<file path="config.mk">
export PLATFORM = sky130hd
export DESIGN_NAME = uart_rx_param
export DESIGN_NICKNAME = d
export VERILOG_FILES = /design/src/rtl/uart_pkg.sv /design/src/rtl/uart_rx_bit_timer.sv /design/src/rtl/uart_rx_param.sv
export SDC_FILE = /design/constraint.sdc
export NUM_CORES = 1
export LEC_CHECK = 0
export CAP_MARGIN = 30
export CORE_AREA = 10 10 71 73
export CTS_CLUSTER_DIAMETER = 50
export DETAILED_ROUTE_END_ITERATION = 10
export DIE_AREA = 0 0 81 83
export PLACE_DENSITY = 0.75
export SYNTH_ARGS = -nofsm -noshare
export SYNTH_HDL_FRONTEND = slang
export SYNTH_SLANG_ARGS = --single-unit
</file>
<file path="constraint.sdc">
create_clock -name i_Clock -period 2.6 [get_ports i_Clock]
set_input_delay 0.78 -clock i_Clock [delete_from_list [all_inputs] [get_ports i_Clock]]
set_output_delay 0.78 -clock i_Clock [all_outputs]
set_load 0.02 [all_outputs]
</file>
<file path="src/rtl/uart_pkg.sv">
// Shared definitions for the parameterised UART receiver.
// UART_RX_PARITY_EN adds the parity state to the enumeration.
package uart_pkg;

    localparam int unsigned CLKS_PER_BIT_DEFAULT = 217;
    localparam int unsigned DATA_BITS_DEFAULT    = 8;

    typedef enum logic [2:0] {
        StIdle,
        StStart,
        StData,
`ifdef UART_RX_PARITY_EN
        StParity,
`endif
        StStop,
        StCleanup,
        StWaitHigh
    } rx_state_e;

endpackage

</file>
<file path="src/rtl/uart_rx_bit_timer.sv">
// Per-bit counter for the UART receiver: free-runs while enabled, wraps once per bit,
// and strobes at the mid-point and at the last clock of a bit period.
module uart_rx_bit_timer #(
    parameter int unsigned CLKS_PER_BIT = 217
) (
    input  logic clk,
    input  logic rst_n,
    input  logic load,
    input  logic run,
    output logic half,
    output logic full
);

    localparam int unsigned CntW = $clog2(CLKS_PER_BIT);
    localparam logic [CntW-1:0] HalfCnt = CntW'((CLKS_PER_BIT - 1) / 2);
    localparam logic [CntW-1:0] FullCnt = CntW'(CLKS_PER_BIT - 1);

    logic [CntW-1:0] cnt_q;

    assign half = run && (cnt_q == HalfCnt);
    assign full = run && (cnt_q == FullCnt);

    always_ff @(posedge clk or negedge rst_n) begin
        if (!rst_n) begin
            cnt_q <= '0;
        end else if (load) begin
            cnt_q <= '0;
        end else if (run) begin
            cnt_q <= full ? '0 : cnt_q + CntW'(1);
        end
    end

endmodule

</file>
<file path="src/rtl/uart_rx_param.sv">
// Parameterised UART receiver with frame, break and optional parity checking.
// Define UART_RX_PARITY_EN to compile in the parity bit and its check.
module uart_rx_param
    import uart_pkg::*;
#(
    parameter int unsigned CLKS_PER_BIT = CLKS_PER_BIT_DEFAULT,
    parameter int unsigned DATA_BITS    = DATA_BITS_DEFAULT,
    parameter int unsigned STOP_BITS    = 1,
    parameter bit          PARITY_ODD   = 1'b0
) (
    input  logic                 i_Clock,
    input  logic                 i_Rst_n,
    input  logic                 i_RX_Serial,
    output logic                 o_RX_DV,
    output logic [DATA_BITS-1:0] o_RX_Byte,
    output logic                 o_Frame_Err,
    output logic                 o_Parity_Err,
    output logic                 o_Break
);

    localparam int unsigned IdxW = $clog2(DATA_BITS);

    logic [1:0]           sync_q;
    logic                 rx;
    rx_state_e            state_q;
    logic [IdxW-1:0]      bit_idx_q;
    logic                 stop_idx_q;
    logic [DATA_BITS-1:0] data_q;
    logic                 frame_acc_q;
    logic                 first_low_q;
    logic                 last_low_q;
    logic                 dv_q;
    logic [DATA_BITS-1:0] byte_q;
    logic                 frame_err_q;
    logic                 break_q;
    logic                 timer_load;
    logic                 timer_run;
    logic                 half;
    logic                 full;
    logic                 stop_low;
    logic                 first_low;
    logic                 last_stop;

    assign rx          = sync_q[1];
    assign o_RX_DV     = dv_q;
    assign o_RX_Byte   = byte_q;
    assign o_Frame_Err = frame_err_q;
    assign o_Break     = break_q;

    // Line idles high, so the synchroniser resets to 1 to avoid a false start.
    always_ff @(posedge i_Clock or negedge i_Rst_n) begin
        if (!i_Rst_n) begin
            sync_q <= 2'b11;
        end else begin
            sync_q <= {sync_q[0], i_RX_Serial};
        end
    end

    always_comb begin
        timer_run = (state_q == StStart) || (state_q == StData) || (state_q == StStop);
`ifdef UART_RX_PARITY_EN
        timer_run = timer_run || (state_q == StParity);
`endif
        // Re-align the bit grid on the mid-point of the start bit.
        timer_load = !timer_run || ((state_q == StStart) && half);
        stop_low   = !rx;
        first_low  = (stop_idx_q == 1'b0) ? stop_low : first_low_q;
        last_stop  = (stop_idx_q == 1'(STOP_BITS - 1));
    end

    uart_rx_bit_timer #(
        .CLKS_PER_BIT(CLKS_PER_BIT)
    ) u_bit_timer (
        .clk  (i_Clock),
        .rst_n(i_Rst_n),
        .load (timer_load),
        .run  (timer_run),
        .half (half),
        .full (full)
    );

`ifdef UART_RX_PARITY_EN
    logic par_acc_q;
    logic par_bad_q;
    logic parity_err_q;

    assign o_Parity_Err = parity_err_q;

    always_ff @(posedge i_Clock or negedge i_Rst_n) begin
        if (!i_Rst_n) begin
            par_acc_q    <= 1'b0;
            par_bad_q    <= 1'b0;
            parity_err_q <= 1'b0;
        end else begin
            if ((state_q == StStart) && half) begin
                par_acc_q <= 1'b0;
            end else if ((state_q == StData) && full) begin
                par_acc_q <= par_acc_q ^ rx;
            end
            if ((state_q == StParity) && full) begin
                par_bad_q <= ((par_acc_q ^ rx) != PARITY_ODD);
            end
            if ((state_q == StStop) && full && last_stop) begin
                parity_err_q <= par_bad_q;
            end
        end
    end
`else
    assign o_Parity_Err = 1'b0;
`endif

    always_ff @(posedge i_Clock or negedge i_Rst_n) begin
        if (!i_Rst_n) begin
            state_q     <= StIdle;
            bit_idx_q   <= '0;
            stop_idx_q  <= 1'b0;
            data_q      <= '0;
            frame_acc_q <= 1'b0;
            first_low_q <= 1'b0;
            last_low_q  <= 1'b0;
            dv_q        <= 1'b0;
            byte_q      <= '0;
            frame_err_q <= 1'b0;
            break_q     <= 1'b0;
        end else begin
            dv_q <= 1'b0;
            unique case (state_q)
                StIdle: begin
                    if (!rx) begin
                        state_q <= StStart;
                    end
                end
                StStart: begin
                    if (half) begin
                        bit_idx_q <= '0;
                        state_q   <= rx ? StIdle : StData;
                    end
                end
                StData: begin
                    if (full) begin
                        data_q[bit_idx_q] <= rx;
                        if (bit_idx_q == IdxW'(DATA_BITS - 1)) begin
                            bit_idx_q   <= '0;
                            stop_idx_q  <= 1'b0;
                            frame_acc_q <= 1'b0;
`ifdef UART_RX_PARITY_EN
                            state_q     <= StParity;
`else
                            state_q     <= StStop;
`endif
                        end else begin
                            bit_idx_q <= bit_idx_q + IdxW'(1);
                        end
                    end
                end
`ifdef UART_RX_PARITY_EN
                StParity: begin
                    if (full) begin
                        state_q <= StStop;
                    end
                end
`endif
                StStop: begin
                    if (full) begin
                        frame_acc_q <= frame_acc_q | stop_low;
                        first_low_q <= first_low;
                        stop_idx_q  <= stop_idx_q + 1'b1;
                        if (last_stop) begin
                            state_q     <= StCleanup;
                            dv_q        <= 1'b1;
                            byte_q      <= data_q;
                            frame_err_q <= frame_acc_q | stop_low;
                            break_q     <= (data_q == '0) && first_low;
                            last_low_q  <= stop_low;
                        end
                    end
                end
                StCleanup: begin
                    state_q <= last_low_q ? StWaitHigh : StIdle;
                end
                StWaitHigh: begin
                    if (rx) begin
                        state_q <= StIdle;
                    end
                end
                default: state_q <= StIdle;
            endcase
        end
    end

endmodule
</file>
# After elaboration in Yosys (flattened, before gate mapping)
# Index checks and enable logic that the tools add are counted.
[totals]
ff_bits = 39
input_bits = 3
out_inout_bits = 12
elab_cells = 86
[op_classes]
addsub = 3
magnitude_cmp = 2
eq_ne = 15
muxes = 30
bitwise = 2
reduce_logical = 21
[op_table]
columns = ["operator", "count"]
rows = [
  ["$mux 3", 11],
  ["$mux 8", 3],
  ["$pmux 3 s6", 1],
  ["$eq 3x3->1 const B", 3],
  ["$mux 1", 9],
  ["$add 8x1->8 const B", 1],
  ["$bwmux 8", 1],
  ["$eq 8x7->1 const B", 1],
  ["$eq 8x8->1 const B", 1],
  ["$logic_not 8->1", 1],
  ["$ne 2x2->1 const B", 4],
  ["$reduce_and 7->1", 1],
  ["$eq 3x2->1 const B", 2],
  ["$ne 2x1->1 const B", 3],
  ["$pmux 3 s2", 1],
  ["$reduce_and 3->1", 2],
  ["$reduce_bool 2->1", 3],
  ["$logic_and 1x1->1", 5],
  ["$lt 3x4->1 const B", 1],
  ["$pmux 1 s2", 2],
  ["$reduce_and 2->1", 2],
  ["$reduce_and 4->1", 1],
  ["$add 3x1->3 const B", 1],
  ["$demux 1 s3", 1],
  ["other kinds (9)", 12],
]

# Logic depth before layout (Yosys ltp)
[logic_depth]
word_depth = 7
mapped_depth = 9
depth_no_buf = 7

# Cells and area by module
# From an unflattened synthesis, not the netlist that was laid out.
[hier_totals]
cells_unflattened = 170
hier_area_um2 = 1903.1
[by_module_without_submodules]
columns = ["module", "instances", "cells_each", "area_per_inst_um2", "seq_area_each_um2"]
rows = [
  ["uart_rx_param", 1, 122, 1440.1, 753.2],
  ["uart_rx_bit_timer", 1, 48, 462.9, 200.2],
]

# Worst setup path before layout
# No wires, ideal clock.
[synth_timing]
path_kind = "register to register"
startpoint = "register bit_idx_q[0]"
endpoint = "register state_q[0]"
setup_time_ps = 139
arrival_ps = 1902
t_required_ps = 2461
setup_slack_ps = 560
stages_incl_launch_ff = 8
n_path_buf = 0
synth_period_minus_slack_ps = 2040
path_cell_list = "dfrtp_1 -> ha_1 -> ha_1 -> nor2_1 -> a21oi_1 -> a211oi_1 -> a2111oi_0 -> or4_1"
[synth_via]
elab_chain_cells = 3
[synth_lines]
columns = ["element", "line_no", "source"]
rows = [
  ["start: declaration", "uart_rx_param.sv:26", "logic [IdxW-1:0] bit_idx_q;"],
  ["start signal: assignment", "uart_rx_param.sv:152", "bit_idx_q <= bit_idx_q + IdxW'(1);"],
  ["$eq 3x3->1", "uart_rx_param.sv:142", "if (bit_idx_q == IdxW'(DATA_BITS - 1)) begin"],
  ["$ne 2x1->1 (no line)", "-", ""],
  ["$reduce_and 7->1 (no line)", "-", ""],
  ["end signal: assignment", "uart_rx_param.sv:136", "state_q <= rx ? StIdle : StData;"],
  ["end signal: assignment", "uart_rx_param.sv:149", "state_q <= StStop;"],
  ["end signal: assignment", "uart_rx_param.sv:169", "state_q <= StCleanup;"],
  ["end: declaration", "uart_rx_param.sv:25", "rx_state_e state_q;"],
]
# No other way between the ends.
# A chain may end at the register's enable or synchronous reset.

# Final worst setup path
[layout_timing]
startpoint = "register bit_idx_q[1]"
endpoint = "register state_q[0]"
# The elaborated chain is that of the path after synthesis.

==> flow_summary_export.csv <==
group,metric,value,unit
clocking,ctsResizeCount,0,
status,run_status,"completed",
yosys,postSynth.asyncResetShare,100,%
sta,max_freq,432,MHz
yosys,syn_avg_cell_area,10.9,sq um
route,wl,3140,um
worst_setup_path,crit_required,2.75,ns
floorplanning,ios,15,
yosys,syn_inst,164,
pwr,clkPwrFrac,43.4,%
clocking,cts-buffers-inserted,5,
route,routedWlPerCell,14.0,um
finish,final_area,2030,sq um
worst_setup_path,crit_chain,"ha_1, ha_1, nor2_1, a21oi_1, a211oi_1, a2111oi_0, or4_1",
clocking,cts_setup_buffers,0,
grt,grt_antenna_before_repair,0,
place,placed_area,1930,sq um
route,drtAntennaViolNets,0,
clocking,clockRootBuffer,"clkbuf_8",
worst_setup_path,max_stage_delay,0.52,ns
finish,fin_nets,183,
route,drtIter0Drc,79,
sta,report.final.hold_viol_count,0,
sta,setup_viol,0,
pwr,internal-power,0.884,mW
sta,finalCriticalPeriod,2.31,ns
grt,track_usage,10.6,%
clocking,clock-sinks,38,
place,dp_hpwl,2290,um
route,route.detailed.drc,0,
place,place_worst_setup_slack,0.309,ns
grt,grt_remaining_overflow,0,
finish,fill_cells,330,
yosys,ys_seq_area_share,53.1,%
worst_setup_path,arrival,2.47,ns
finish,drive_gt1_share,19.2,%
sta,post-route-period-util,89.0,%
yosys,synth_nets,171,
yosys,syn_area,1790,sq um
grt,grt_pass1_wl,5780,um
place,gp_congestion,0.831,
yosys,synthTopCellsByArea,"dfrtp_1 50%, mux2_2 11%, dfstp_2 2.9%, nor2_1 2.9%, ha_1 2.8%",
clocking,clockBufferDepth,2,
place,dp_cells,217,
finish,antenna_cells,0,
yosys,synth_edf_count,0,
clocking,clock_tree.htree_level_count,2,
yosys,synth_top_area_share,50.2,%
sta,slew_headroom,45.8,%
pwr,p_per_area,533,nW/um^2
pwr,combPwrFrac,1.5,%
sta,setup_tns,0,ns
run,max-cap-violations,0,
worst_setup_path,critPathKind,"flip-flop to flip-flop",
clocking,holdBufCountCts,0,
worst_setup_path,crit_fanout,10,
route,viasPerCell,5.33,
finish,layout_commonest_cell,"dfrtp_1",
yosys,yosys_register_bits,38,
sta,rsz0062_at_grt,"false",
grt,grt_pass1_vias,1307,
route,route.vias.total,1199,
floorplanning,rows,22,
grt,grt_start_max_net_pins,39,
pwr,leakage,0.954,nW
sta,setup_slack,0.287,ns
worst_setup_path,endpoint_kind,"flip-flop",
route,drtPass1Iterations,4,
finish,final_cell_mix,"36 x dfrtp_1, 18 x mux2_2, 14 x nor2_1",
clocking,cts_tree,"done",
yosys,synth.distinct_cells,42,
sta,finalClockSkew,0.00660,ns
pwr,power_frac_seq,55.1,%
finish,multi_input_area,763,sq um
place,portBuffers,13,
yosys,yosys.area.top_type,"dfrtp_1",
yosys,synthFlopType,"dfrtp_1",
sta,hold_ws,0.356,ns
worst_setup_path,critPathLaunchType,"flip-flop",
worst_setup_path,crit_slowest_cell,"or4_1",
pwr,switching_share,18.5,%
floorplanning,core,3630,sq um
finish,final_cells,225,
floorplanning,die-area,6720,sq um
hold_path,hold_path_class,"flip-flop to flip-flop",
finish,area_growth,13.4,%
floorplanning,start_util,49.4,%
floorplanning,die_h,83,um
clocking,clk_latency,0.29,ns
worst_setup_path,cpMostUsedCell,"ha_1",
finish,area.sequential,953,sq um
clocking,cts.clk_slew.worst_paths,0.07,ns
floorplanning,die-width,81,um
yosys,yosysWarnings,0,
sta,slew_violations,0,
sta,tightest_slew,0.813,ns
pwr,vdd_ir_drop_max,0.370,mV
pwr,switchingPower,0.201,mW
layer usage:
metal	part of all wire [%]	global-route usage (%)
met2	50	16.6
met5	0	0
met1	43	12.3
met3	4.4	3.56
met4	2.5	5.79
logic make-up after synthesis:
group                      count (synthesis)  share of synthesized area [%]
AOI/OAI and AO/OA                         17                           5.65
xor gates and xnor gates                   6                           2.93
adders and majority gates                  4                           2.79
buffers and inverters                     15                           4.32
DFF                                       38                           53.1
muxes                                     19                           11.9
other                                      1                          0.209
and+or+nand+nor                           64                           19.1
path summary, 6_finish.rpt:
kind | cells past startpoint | to | slack, ns | from
min in group asynchronous | 1 | frame_acc_q | 0.58 | i_Rst_n
hold / removal | 0 | sync_q[1] | 0.36 | sync_q[0]
hold reg to reg | 0 | sync_q[1] | 0.36 | sync_q[0]
setup reg to reg | 7 | state_q[0] | 0.29 | bit_idx_q[1]
setup / recovery | 7 | state_q[0] | 0.29 | bit_idx_q[1]
max in group asynchronous | 1 | o_Break | 1.50 | i_Rst_n
sequential cells by signal (all words and copies together) (netlist names), 2 cells and up:
name / count
state_q: 3
u_bit_timer.cnt_q: 8
o_RX_Byte: 8
bit_idx_q: 3
data_q: 8
sync_q: 2
final cells by class:
type	count	share of cell area [%]
tap	48	2.95
inverter	7	1.29
timing repair buffer	13	6.15
clock buffer	7	3.75
sequential	38	46.9
clock inverter	1	1.48
multi-input combinational	111	37.5
worst max-delay path, delay by kind of cell, from the launching register on:
family,cells,cell delay [ns]
adder cells (fa/ha/maj),2,0.43
flip-flops,1,0.48
AO/OA/AOI/OAI,3,0.63
AND/OR/NAND/NOR,2,0.64
power by group through the flow:
stage	Clock, mW	Sequential (mW)	Combinational (mW)
6_report	0.471	0.598	0.0160
5_1_grt	0.519	0.597	0.0189
4_1_cts	0.486	0.597	0.0170
3_5_place_dp	0	0.609	0.0171
3_3_place_gp	0	0.609	0.0166
2_1_floorplan	0	0.606	0.00566
per-stage QoR:
stage,utilization [%],total power [mW]
global placement,53.1,0.625
global route,56.0,1.14
detailed placement,53.1,0.626
CTS,56.0,1.10
finish,56.0,1.08
floorplan,-,0.612
cells in the mapped netlist, types with 2 or more instances:
| cell | number |
|---|---|
| dfrtp_1 | 36 |
| mux2_2 | 18 |
| nor2_1 | 14 |
| nand2_1 | 11 |
| nand3_1 | 10 |
| o21ai_0 | 8 |
| inv_1 | 7 |
| nor3_1 | 6 |
| xor2_1 | 5 |
| ha_1 | 4 |
| a21oi_1 | 3 |
| buf_4 | 3 |
| nor2b_1 | 3 |
| and3_1 | 2 |
| buf_2 | 2 |
| clkbuf_1 | 2 |
| dfstp_2 | 2 |
| nand2b_1 | 2 |
| nand4_1 | 2 |
| nor4_1 | 2 |
Power figures use the tool's default switching activity.
